## src/rtl/retire_unit.sv

```systemverilog
// +------------------------------------------------------------------+
// | retire_unit: two-wide commit, committed RAT, precise-exc restore  |
// | rev 1.0                                                           |
// +------------------------------------------------------------------+
`default_nettype none

module retire_unit #(
  parameter int PREG_W    = 6,
  parameter int ROB_IDX_W = 5,
  parameter int ISSUE_W   = 2
) (
  input  logic                               clk,
  input  logic                               reset,
  input  logic [ISSUE_W-1:0]                 commit_valid,
  input  logic [ISSUE_W-1:0][4:0]            commit_arch_rd,
  input  logic [ISSUE_W-1:0][PREG_W-1:0]     commit_phys_rd,
  input  logic [ISSUE_W-1:0]                 commit_exception,
  input  logic [ISSUE_W-1:0][ROB_IDX_W-1:0]  commit_rob_idx,
  input  logic [ISSUE_W-1:0]                 commit_is_store,
  input  logic [ISSUE_W-1:0]                 commit_is_branch,
  input  logic [ISSUE_W-1:0][31:0]           commit_pc,
  input  logic [ISSUE_W-1:0]                 commit_branch_taken,
  input  logic [ISSUE_W-1:0]                 commit_branch_is_call,
  input  logic [ISSUE_W-1:0]                 commit_branch_is_return,
  input  logic [ISSUE_W-1:0][31:0]           commit_branch_target,
  output logic [ISSUE_W-1:0]                 free_en,
  output logic [ISSUE_W-1:0][PREG_W-1:0]     free_preg,
  output logic [ISSUE_W-1:0]                 store_release_en,
  output logic [ISSUE_W-1:0][ROB_IDX_W-1:0]  store_release_idx,
  output logic [ISSUE_W-1:0]                 bp_upd_en,
  output logic [ISSUE_W-1:0][31:0]           bp_upd_pc,
  output logic [ISSUE_W-1:0][31:0]           bp_upd_target,
  output logic [ISSUE_W-1:0]                 bp_upd_taken,
  output logic [ISSUE_W-1:0]                 bp_upd_call,
  output logic [ISSUE_W-1:0]                 bp_upd_ret,
  output logic                               flush_req,
  output logic [ROB_IDX_W-1:0]               flush_rob_ptr,
  output logic [31:0]                        exc_pc,
  output logic                               restore_en,
  output logic [4:0]                         restore_arch,
  output logic [PREG_W-1:0]                  restore_preg,
  output logic                               busy,
  output logic [31:0]                        retired_count
);

  typedef enum logic [1:0] {
    S_IDLE    = 2'd0,
    S_FLUSH   = 2'd1,
    S_RESTORE = 2'd2
  } state_t;

  state_t                 state_q, state_d;
  logic [4:0]             cnt_q, cnt_d;
  logic [31:0]            lat_pc_q, lat_pc_d;
  logic [ROB_IDX_W-1:0]   lat_rob_q, lat_rob_d;
  logic [PREG_W-1:0]      rat_q [32];

  logic                   idle;
  logic                   fault0, fault1;
  logic [ISSUE_W-1:0]     ret, dest;

  logic [ISSUE_W-1:0]                 free_en_d, st_en_d, bp_en_d;
  logic [ISSUE_W-1:0][PREG_W-1:0]     free_preg_d;
  logic [ISSUE_W-1:0][ROB_IDX_W-1:0]  st_idx_d;
  logic [ISSUE_W-1:0][31:0]           bp_pc_d, bp_tgt_d;
  logic [ISSUE_W-1:0]                 bp_tk_d, bp_call_d, bp_ret_d;

  assign idle   = (state_q == S_IDLE);
  assign fault0 = commit_valid[0] & commit_exception[0];
  assign fault1 = commit_valid[1] & commit_exception[1];

  // A faulting slot 0 blocks the younger slot 1 as well.
  assign ret[0] = idle & commit_valid[0] & ~commit_exception[0];
  assign ret[1] = idle & commit_valid[1] & ~commit_exception[1] & ~fault0;

  assign dest[0] = (commit_arch_rd[0] != 5'd31) & ~commit_is_store[0];
  assign dest[1] = (commit_arch_rd[1] != 5'd31) & ~commit_is_store[1];

  always_comb begin
    free_en_d   = '0;
    free_preg_d = '0;
    st_en_d     = '0;
    st_idx_d    = '0;
    bp_en_d     = '0;
    bp_pc_d     = '0;
    bp_tgt_d    = '0;
    bp_tk_d     = '0;
    bp_call_d   = '0;
    bp_ret_d    = '0;
    for (int j = 0; j < ISSUE_W; j++) begin
      if (ret[j] && dest[j]) begin
        free_en_d[j]   = 1'b1;
        free_preg_d[j] = rat_q[commit_arch_rd[j]];
      end
      if (ret[j] && commit_is_store[j]) begin
        st_en_d[j]  = 1'b1;
        st_idx_d[j] = commit_rob_idx[j];
      end
      if (ret[j] && commit_is_branch[j]) begin
        bp_en_d[j]   = 1'b1;
        bp_pc_d[j]   = commit_pc[j];
        bp_tgt_d[j]  = commit_branch_target[j];
        bp_tk_d[j]   = commit_branch_taken[j];
        bp_call_d[j] = commit_branch_is_call[j];
        bp_ret_d[j]  = commit_branch_is_return[j];
      end
    end
    // Slot 1 supersedes the mapping slot 0 created in the same cycle.
    if (free_en_d[0] && free_en_d[1] && (commit_arch_rd[0] == commit_arch_rd[1]))
      free_preg_d[1] = commit_phys_rd[0];
  end

  always_comb begin
    state_d   = state_q;
    cnt_d     = cnt_q;
    lat_pc_d  = lat_pc_q;
    lat_rob_d = lat_rob_q;
    case (state_q)
      S_IDLE: begin
        if (fault0 || fault1) begin
          state_d   = S_FLUSH;
          lat_pc_d  = fault0 ? commit_pc[0] : commit_pc[1];
          lat_rob_d = fault0 ? commit_rob_idx[0] : commit_rob_idx[1];
        end
      end
      S_FLUSH: begin
        state_d = S_RESTORE;
        cnt_d   = 5'd0;
      end
      S_RESTORE: begin
        cnt_d = cnt_q + 5'd1;
        if (cnt_q == 5'd31)
          state_d = S_IDLE;
      end
      default: state_d = S_IDLE;
    endcase
  end

  always_ff @(posedge clk or posedge reset) begin
    if (reset) begin
      state_q   <= S_IDLE;
      cnt_q     <= 5'd0;
      lat_pc_q  <= '0;
      lat_rob_q <= '0;
    end else begin
      state_q   <= state_d;
      cnt_q     <= cnt_d;
      lat_pc_q  <= lat_pc_d;
      lat_rob_q <= lat_rob_d;
    end
  end

  // Slot 1 is written last so it wins on a same-register collision.
  always_ff @(posedge clk or posedge reset) begin
    if (reset) begin
      for (int i = 0; i < 32; i++)
        rat_q[i] <= PREG_W'(i);
    end else begin
      if (free_en_d[0]) rat_q[commit_arch_rd[0]] <= commit_phys_rd[0];
      if (free_en_d[1]) rat_q[commit_arch_rd[1]] <= commit_phys_rd[1];
    end
  end

  always_ff @(posedge clk or posedge reset) begin
    if (reset) begin
      free_en           <= '0;
      free_preg         <= '0;
      store_release_en  <= '0;
      store_release_idx <= '0;
      bp_upd_en         <= '0;
      bp_upd_pc         <= '0;
      bp_upd_target     <= '0;
      bp_upd_taken      <= '0;
      bp_upd_call       <= '0;
      bp_upd_ret        <= '0;
      flush_req         <= 1'b0;
      flush_rob_ptr     <= '0;
      exc_pc            <= '0;
      restore_en        <= 1'b0;
      restore_arch      <= '0;
      restore_preg      <= '0;
      busy              <= 1'b0;
      retired_count     <= '0;
    end else begin
      free_en           <= free_en_d;
      free_preg         <= free_preg_d;
      store_release_en  <= st_en_d;
      store_release_idx <= st_idx_d;
      bp_upd_en         <= bp_en_d;
      bp_upd_pc         <= bp_pc_d;
      bp_upd_target     <= bp_tgt_d;
      bp_upd_taken      <= bp_tk_d;
      bp_upd_call       <= bp_call_d;
      bp_upd_ret        <= bp_ret_d;
      flush_req         <= (state_q == S_FLUSH);
      flush_rob_ptr     <= (state_q == S_FLUSH) ? lat_rob_q : '0;
      exc_pc            <= (state_q == S_FLUSH) ? lat_pc_q : '0;
      restore_en        <= (state_q == S_RESTORE);
      restore_arch      <= (state_q == S_RESTORE) ? cnt_q : 5'd0;
      restore_preg      <= (state_q == S_RESTORE) ? rat_q[cnt_q] : '0;
      busy              <= (state_q != S_IDLE);
      retired_count     <= retired_count + 32'(ret[0]) + 32'(ret[1]);
    end
  end

endmodule

`default_nettype wire

```

## config.mk

```make
export PLATFORM = sky130hd
export DESIGN_NAME = retire_unit
export DESIGN_NICKNAME = d
export VERILOG_FILES = /design/src/rtl/retire_unit.sv
export SDC_FILE = /design/constraint.sdc
export NUM_CORES = 1
export LEC_CHECK = 0
export ABC_AREA = 1
export ABC_CLOCK_PERIOD_IN_PS = 13750
export CAP_MARGIN = 20
export CELL_PAD_IN_SITES_DETAIL_PLACEMENT = 0
export CELL_PAD_IN_SITES_GLOBAL_PLACEMENT = 1
export CORE_ASPECT_RATIO = 0.8
export CORE_MARGIN = 8
export CORE_UTILIZATION = 42
export DETAILED_ROUTE_END_ITERATION = 16
export DONT_BUFFER_PORTS = 1
export PLACE_DENSITY = 0.8
export SETUP_SLACK_MARGIN = 0.1
export SYNTH_ARGS = -nofsm -noshare
export SYNTH_HDL_FRONTEND = slang
export SYNTH_SLANG_ARGS = --single-unit
```

## constraint.sdc

```tcl
create_clock -name clk -period 13.75 [get_ports clk]
set_input_delay 1.375 -clock clk [delete_from_list [all_inputs] [get_ports clk]]
set_output_delay 1.375 -clock clk [all_outputs]
set_load 0.05 [all_outputs]
```

==> results of run 1 <==
==> stage by stage <==
step / util [%] / setup WS (ns) / hold slack [ns] / instances
after floorplan: - / 5.92 / 0.437 / 3788
after global placement: 42.5 / 9.81 / 0.375 / 4428
after detailed placement: 42.5 / 9.77 / 0.376 / 4428
after CTS: 45.4 / 10.42 / 0.385 / 4525
after global routing: 45.4 / 10.16 / 0.393 / 4525
final: 45.4 / 10.43 / 0.384 / 4525
==> how the worst max path moves through the flow <==
stage                                 startpoint                     endpoint
after floorplan                            reset     bp_upd_call[0]$_DFF_PP0_
after global placement           commit_valid[0]  retired_count[30]$_DFF_PP0_
after detailed placement         commit_valid[0]  retired_count[30]$_DFF_PP0_
after CTS                 state_q[0]$_DFFE_PP0P_  retired_count[30]$_DFF_PP0_
after global routing      state_q[0]$_DFFE_PP0P_  retired_count[30]$_DFF_PP0_
final                       cnt_q[1]$_DFFE_PP0P_    restore_preg[4]$_DFF_PP0_
==> power by group through the flow <==
stage / combinational [mW] / sequential [mW] / clock [mW]
5_1_grt: 1.16 / 2.24 / 1.62
4_1_cts: 1.01 / 2.21 / 1.57
3_3_place_gp: 1.00 / 2.24 / 0
2_1_floorplan: 0.802 / 2.14 / 0
3_5_place_dp: 1.01 / 2.24 / 0
6_report: 1.03 / 2.21 / 1.54
==> registers in the layout (all words and copies together) (netlist names), 5 cells and up <==
name / cells
free_preg: 12
store_release_idx: 10
retired_count: 32
rat_q: 192
lat_rob_q: 5
cnt_q: 5
flush_rob_ptr: 5
restore_arch: 5
lat_pc_q: 32
restore_preg: 6
bp_upd_pc: 64
bp_upd_target: 64
exc_pc: 32
==> layer usage <==
layer  global-route usage [%]  vias to the layer above
li1                         -                    11500
met1                     38.0                    11500
met2                     40.4                     1153
met3                     6.64                      189
met4                     8.29                        0
met5                        0                        -
==> layout make-up <==
class                      instances  area [um2]
tap                              850        1060
clock buffer                      72        1470
sequential                       481       12100
fill                            6560       34900
clock inverter                    25         408
inverter                         473        1780
timing repair buffer              20         175
multi-input combinational       2604       12000
==> cell usage in the layout, fill, tap and decap left out, drive strengths merged <==
cell	n
nand2	1560
clkinv	20
a21oi	64
nor4	1
dfstp	80
buf	20
ha	7
fa	1
nand3	184
clkinvlp	2
nand4	31
nor3	27
o21ai	168
clkbuf	72
dfrtp	401
nand3b	1
o211ai	214
a31oi	37
and2	1
xor2	22
inv	468
bufinv	8
nor2	275
o22ai	1
xnor2	10
==> worst reg2reg max path: cells and delay by family, from the launching register on <==
family / cells / cell delay, ns
AO/OA/AOI/OAI: 2 / 0.58
buffers and inverters: 1 / 1.13
flip-flops: 1 / 0.99
AND/OR/NAND/NOR: 5 / 0.58
==> logic make-up (layout without fill, tap and decap cells) <==
group	after synthesis	count (layout)
AND/OR/NAND/NOR	2080	2080
buffers and inverters	703	590
AO/OA/AOI/OAI	484	484
flip-flops	481	481
XOR/XNOR	32	32
adder cells (fa/ha/maj)	8	8
==> out/results.ini, run 1 <==
[run_status]
status = complete, no violations

[final_layout]
drive_gt1_share_pct = 8.27
num_antenna_cells = 0
area_growth_pct = 7.65
fin_area_um2 = 29000
final_nets = 3816

[setup_path]
cp_cell_sequence = clkinv_1 > a21oi_1 > o21ai_0 > nand3_1 > nand3_1 > nand2_1 > nand2_1 > nand2_1
critPathMaxStageDelay_ns = 1.12
critPathArrivalTime_ns = 3.89
reg2reg_slack_ns = 10.43
critPathRequiredTime_ns = 14.32
cp_top_family = buffers and inverters
crit_buf_inv = 1
path_max_fanout = 39
end_kind = flip-flop
worst-path-stages = 8
startpoint_type = flip-flop
critPathSlowestCell = clkinv_1
r2r_end = restore_preg[4]$_DFF_PP0_
path_common_cell = nand2_1
path_class = reg2reg
r2r_cells = 8
r2r-start = cnt_q[1]$_DFFE_PP0P_

[detailed_routing]
avgRoutedWirePerCell_um = 22.3
wl_met3_um = 10300
drt-pass1-iter-count = 6
wl_met1_um = 42800
drt_iter0_markers = 2527
final_antenna_net_count = 0
routed.top_layer = met4
drc_errors = 0
wl_met2_um = 44600
viasPerCell = 5.38
vias = 24400
drt-total-wl_um = 101000

[floorplanning]
dieArea_um2 = 72600
die_w_um = 299
start_util_pct = 42.2
die_h_um = 243
io_pins = 421
row_count = 83
core_um2 = 63900

[synth]
yosys.area.top_type_share_pct = 37.2
syn_inst = 3788
synthTopCellsByCount = nand2_1 (1536), inv_1 (435), dfrtp_1 (401)
synth.distinct_cells = 35
avgSynthCellArea_um2 = 7.12
synth_fa_ha_area_share_pct = 0.399
synthMuxAreaShare_pct = 0
synthesis.area_um2 = 27000
syn-num-nets = 3972
yosys.area_share.simple_pct = 31.8
synth_top_family_by_area = simple AND/OR/NAND/NOR gates
synth_xor_area_share_pct = 1.04
synth_ff_type = dfrtp_1
ys_warn_count = 0
synth_most_common_cell = nand2_1
synth_seq_area_share_pct = 45.0
synthArstFlopShare_pct = 100
synth_top_area_cell = dfrtp_1
synth_edf_count = 0
ys_ff_latch = 481
synth.top_cells.by_area = dfrtp_1 (37%), nand2_1 (21%), dfstp_2 (7.8%)
synth_compound_area_share_pct = 11.2

[timing]
setup-violations-final = 0
finalHoldViolCount = 0
rsz0062_at_grt = no
slew_viol_final = 0
max_freq_ghz = 0.301
fin_setup_tns_ns = 0
tightest_slew_ns = 1.11
fin_worst_skew_ns = 0.0361
finalCritPeriodShare_pct = 24.2
fin_crit_ns = 3.32
timing.slew.headroom_pct = 25.9

[placed_design]
hpwl_um = 65900
place_area_um2 = 27100
place_congestion = 0.921
portBuffers = 0

[grt]
overflow = 0
grt_max_degree = 168
grt_pass1_wl_um = 151000
antenna_found_initial = 2
grt_pass1_vias = 23200
grt_usage_pct = 26.9

[power_and_ir_drop]
pwr-share-seq_pct = 46.3
internal_power_mw = 2.92
clock_power_share_pct = 32.3
leakage_nw = 15.3
combPwrFrac_pct = 21.5
switching_power_mw = 1.86
ir_drop_mv = 0.104
power_mw = 4.78
p_sw_share_pct = 38.8
cellPowerDensity_nw_per_um2 = 165

[clock_tree]
h-tree-depth = 2
cts_tree = built
post-cts-setup-buffer-count = 0
clk_latency_ns = 0.63
cts_root_buf = clkbuf_16
clockBufferDepth = 3
cts_resized = 0
cts.clk_slew.worst_paths_ns = 0.06
cts_hold_buffers = 0
cts_made_buffers = 52
numClockSinks = 481

[job]
maxCapViolCount = 0

[min_path]
hp-start = rat_q[2]$_DFF_PP1_
hold_class = reg2reg
holdPathEnd = rat_q[2]$_DFF_PP1_
whs_path_depth = 0

(Power assumes the default switching activity.)
==> inputs of run 2 (changes only) <==
ABC_CLOCK_PERIOD_IN_PS = 2900   (was 13750)
clock period = 2.9 ns   (was 13.75 ns; I/O delays follow)
==> out/results.ini, run 2 (synthesis gave the netlist of run 1 again) <==
[clock_tree]
h-tree-depth = 2
cts_made_buffers = 52
cts.clk_slew.worst_paths_ns = 0.07
clk_latency_ns = 0.63
clockBufferDepth = 3
numClockSinks = 481
cts_root_buf = clkbuf_16
cts_tree = built
post-cts-setup-buffer-count = 0

[timing]
finalCritPeriodShare_pct = 89.8
holdWs_ns = 0.0422
fin_worst_skew_ns = 0.0262
fin_setup_tns_ns = 0
max_freq_ghz = 0.384
timing.slew.headroom_pct = 48.4
finalHoldViolCount = 0
setup-violations-final = 0
postLayoutSetupSlackWorst_ns = 0.295
tightest_slew_ns = 0.771
rsz0062_at_grt = no
slew_viol_final = 0
fin_crit_ns = 2.61

[setup_path]
startpoint_type = flip-flop
crit_buf_inv = 4
critPathRequiredTime_ns = 3.47
r2r_end = rat_q[121]$_DFF_PP1_
cp_top_family = buffers and inverters
cp_cell_sequence = inv_1 > ha_1 > nand3_1 > nor2_2 > buf_4 > nand2_8 > nor2_4 > nand2_2 > inv_1 > nand2_1 > dlygate4sd3_1 > nand2_1
r2r_cells = 12
critPathArrivalTime_ns = 3.17
critPathMaxStageDelay_ns = 0.56
end_kind = flip-flop
path_class = reg2reg
r2r-start = state_q[0]$_DFFE_PP0P_
critPathSlowestCell = dlygate4sd3_1
reg2reg_slack_ns = 0.29
path_max_fanout = 8

[placed_design]
place_inst = 4466
hpwl_um = 67800
dp_slack_ns = 0.0560
place_congestion = 0.937
place_area_um2 = 27600
portBuffers = 0

[final_layout]
area_growth_pct = 16.6
fin_util_pct = 49.2
stdcell_count = 4749
final_nets = 4036
final_common_cell = nand2_1
final_cell_mix = nand2_1 (1534), inv_1 (434), dfrtp_1 (399)
drive_gt1_share_pct = 9.45
regMostFlops = rat_q
largest_reg_flops = 192
reg_top3 = rat_q x192, bp_upd_pc x64, bp_upd_target x64
fin_area_um2 = 31400

[detailed_routing]
avgRoutedWirePerCell_um = 22.1
drc_errors = 0
drt-total-wl_um = 105000
drt-pass1-iter-count = 7
final_antenna_net_count = 0
viasPerCell = 5.37
drt_iter0_markers = 2744
vias = 25500

[floorplanning]
io_pins = 421
row_count = 83
core_um2 = 63900
dieArea_um2 = 72600
die_h_um = 243
start_util_pct = 42.2
die_w_um = 299

[grt]
grt_usage_pct = 27.9
grt_max_degree = 168
antenna_found_initial = 4
overflow = 0
grt_pass1_wl_um = 157000
grt_pass1_vias = 24500

[min_path]
holdPathEnd = lat_pc_q[2]$_DFFE_PP0P_
hp-start = commit_exception[0]
hold_class = in2reg
whs_path_depth = 3

[power_and_ir_drop]
cellPowerDensity_nw_per_um2 = 740
leakage_nw = 16.3
ir_drop_mv = 0.470
power_mw = 23.3

[run_status]
status = complete, no violations

[job]
maxCapViolCount = 0

[run 2: cell types whose count changed in the layout (fill, tap and decap cells not counted), sizes merged]
cell | previous run | this run
inv | 468 | 471
clkinv | 20 | 21
diode | 0 | 3
buf | 20 | 72
dlygate4sd3 | 0 | 168
bufinv | 8 | 7
clkbuf | 72 | 70
[run 2: timing repair]
item	in CTS	in global routing
hold endpoints to repair	487	0
setup endpoints to repair	3	12
hold buffers	182	0
resized for setup	1	8
pin swaps	0	1
[run 2: cell type report]
type / instances / area (um2)
Fill cell: 6270 / 32500
Sequential cell: 481 / 12100
Multi-Input combinational cell: 2604 / 12000
Timing Repair Buffer: 240 / 2550
Inverter: 473 / 1780
Clock buffer: 70 / 1460
Tap cell: 850 / 1060
Clock inverter: 28 / 388
Antenna cell: 3 / 7.51
[run 2: worst min-delay path, delay by kind of cell]
family / cells / cell delay (ns)
AOI/OAI and AO/OA: 1 / 0.08
and+or+nand+nor: 1 / 0.08
buffers and inverters: 1 / 0.15
[run 2: how the worst max path moves through the flow]
stage | start | end | slack (ns) | cells after the start
finish | state_q[0]$_DFFE_PP0P_ | rat_q[121]$_DFF_PP1_ | 0.29 | 12
global route | state_q[0]$_DFFE_PP0P_ | retired_count[18]$_DFF_PP0_ | 0.08 | 13
CTS | state_q[0]$_DFFE_PP0P_ | retired_count[20]$_DFF_PP0_ | 0.15 | 13
detailed placement | state_q[0]$_DFFE_PP0P_ | retired_count[20]$_DFF_PP0_ | 0.06 | 13
global placement | state_q[0]$_DFFE_PP0P_ | retired_count[20]$_DFF_PP0_ | 0.16 | 13
floorplan | reset | bp_upd_call[0]$_DFF_PP0_ | -3.84 | 1
[run 2: routing by layer]
metal	up-vias	track usage [%]	part of all wire, %	wire length, um
met5	-	0	0.012	13
met1	12000	38.5	42	43900
met2	1267	42.6	44	46400
met3	231	6.48	9.8	10300
met4	2	10.1	4.2	4370
li1	12000	-	-	-
[run 2: power by group]
group          internal [mW]  leakage [nW]  switching, mW
clock                   4.20         0.914           3.04
combinational           1.92          9.70           3.77
sequential              7.99          5.74           2.33
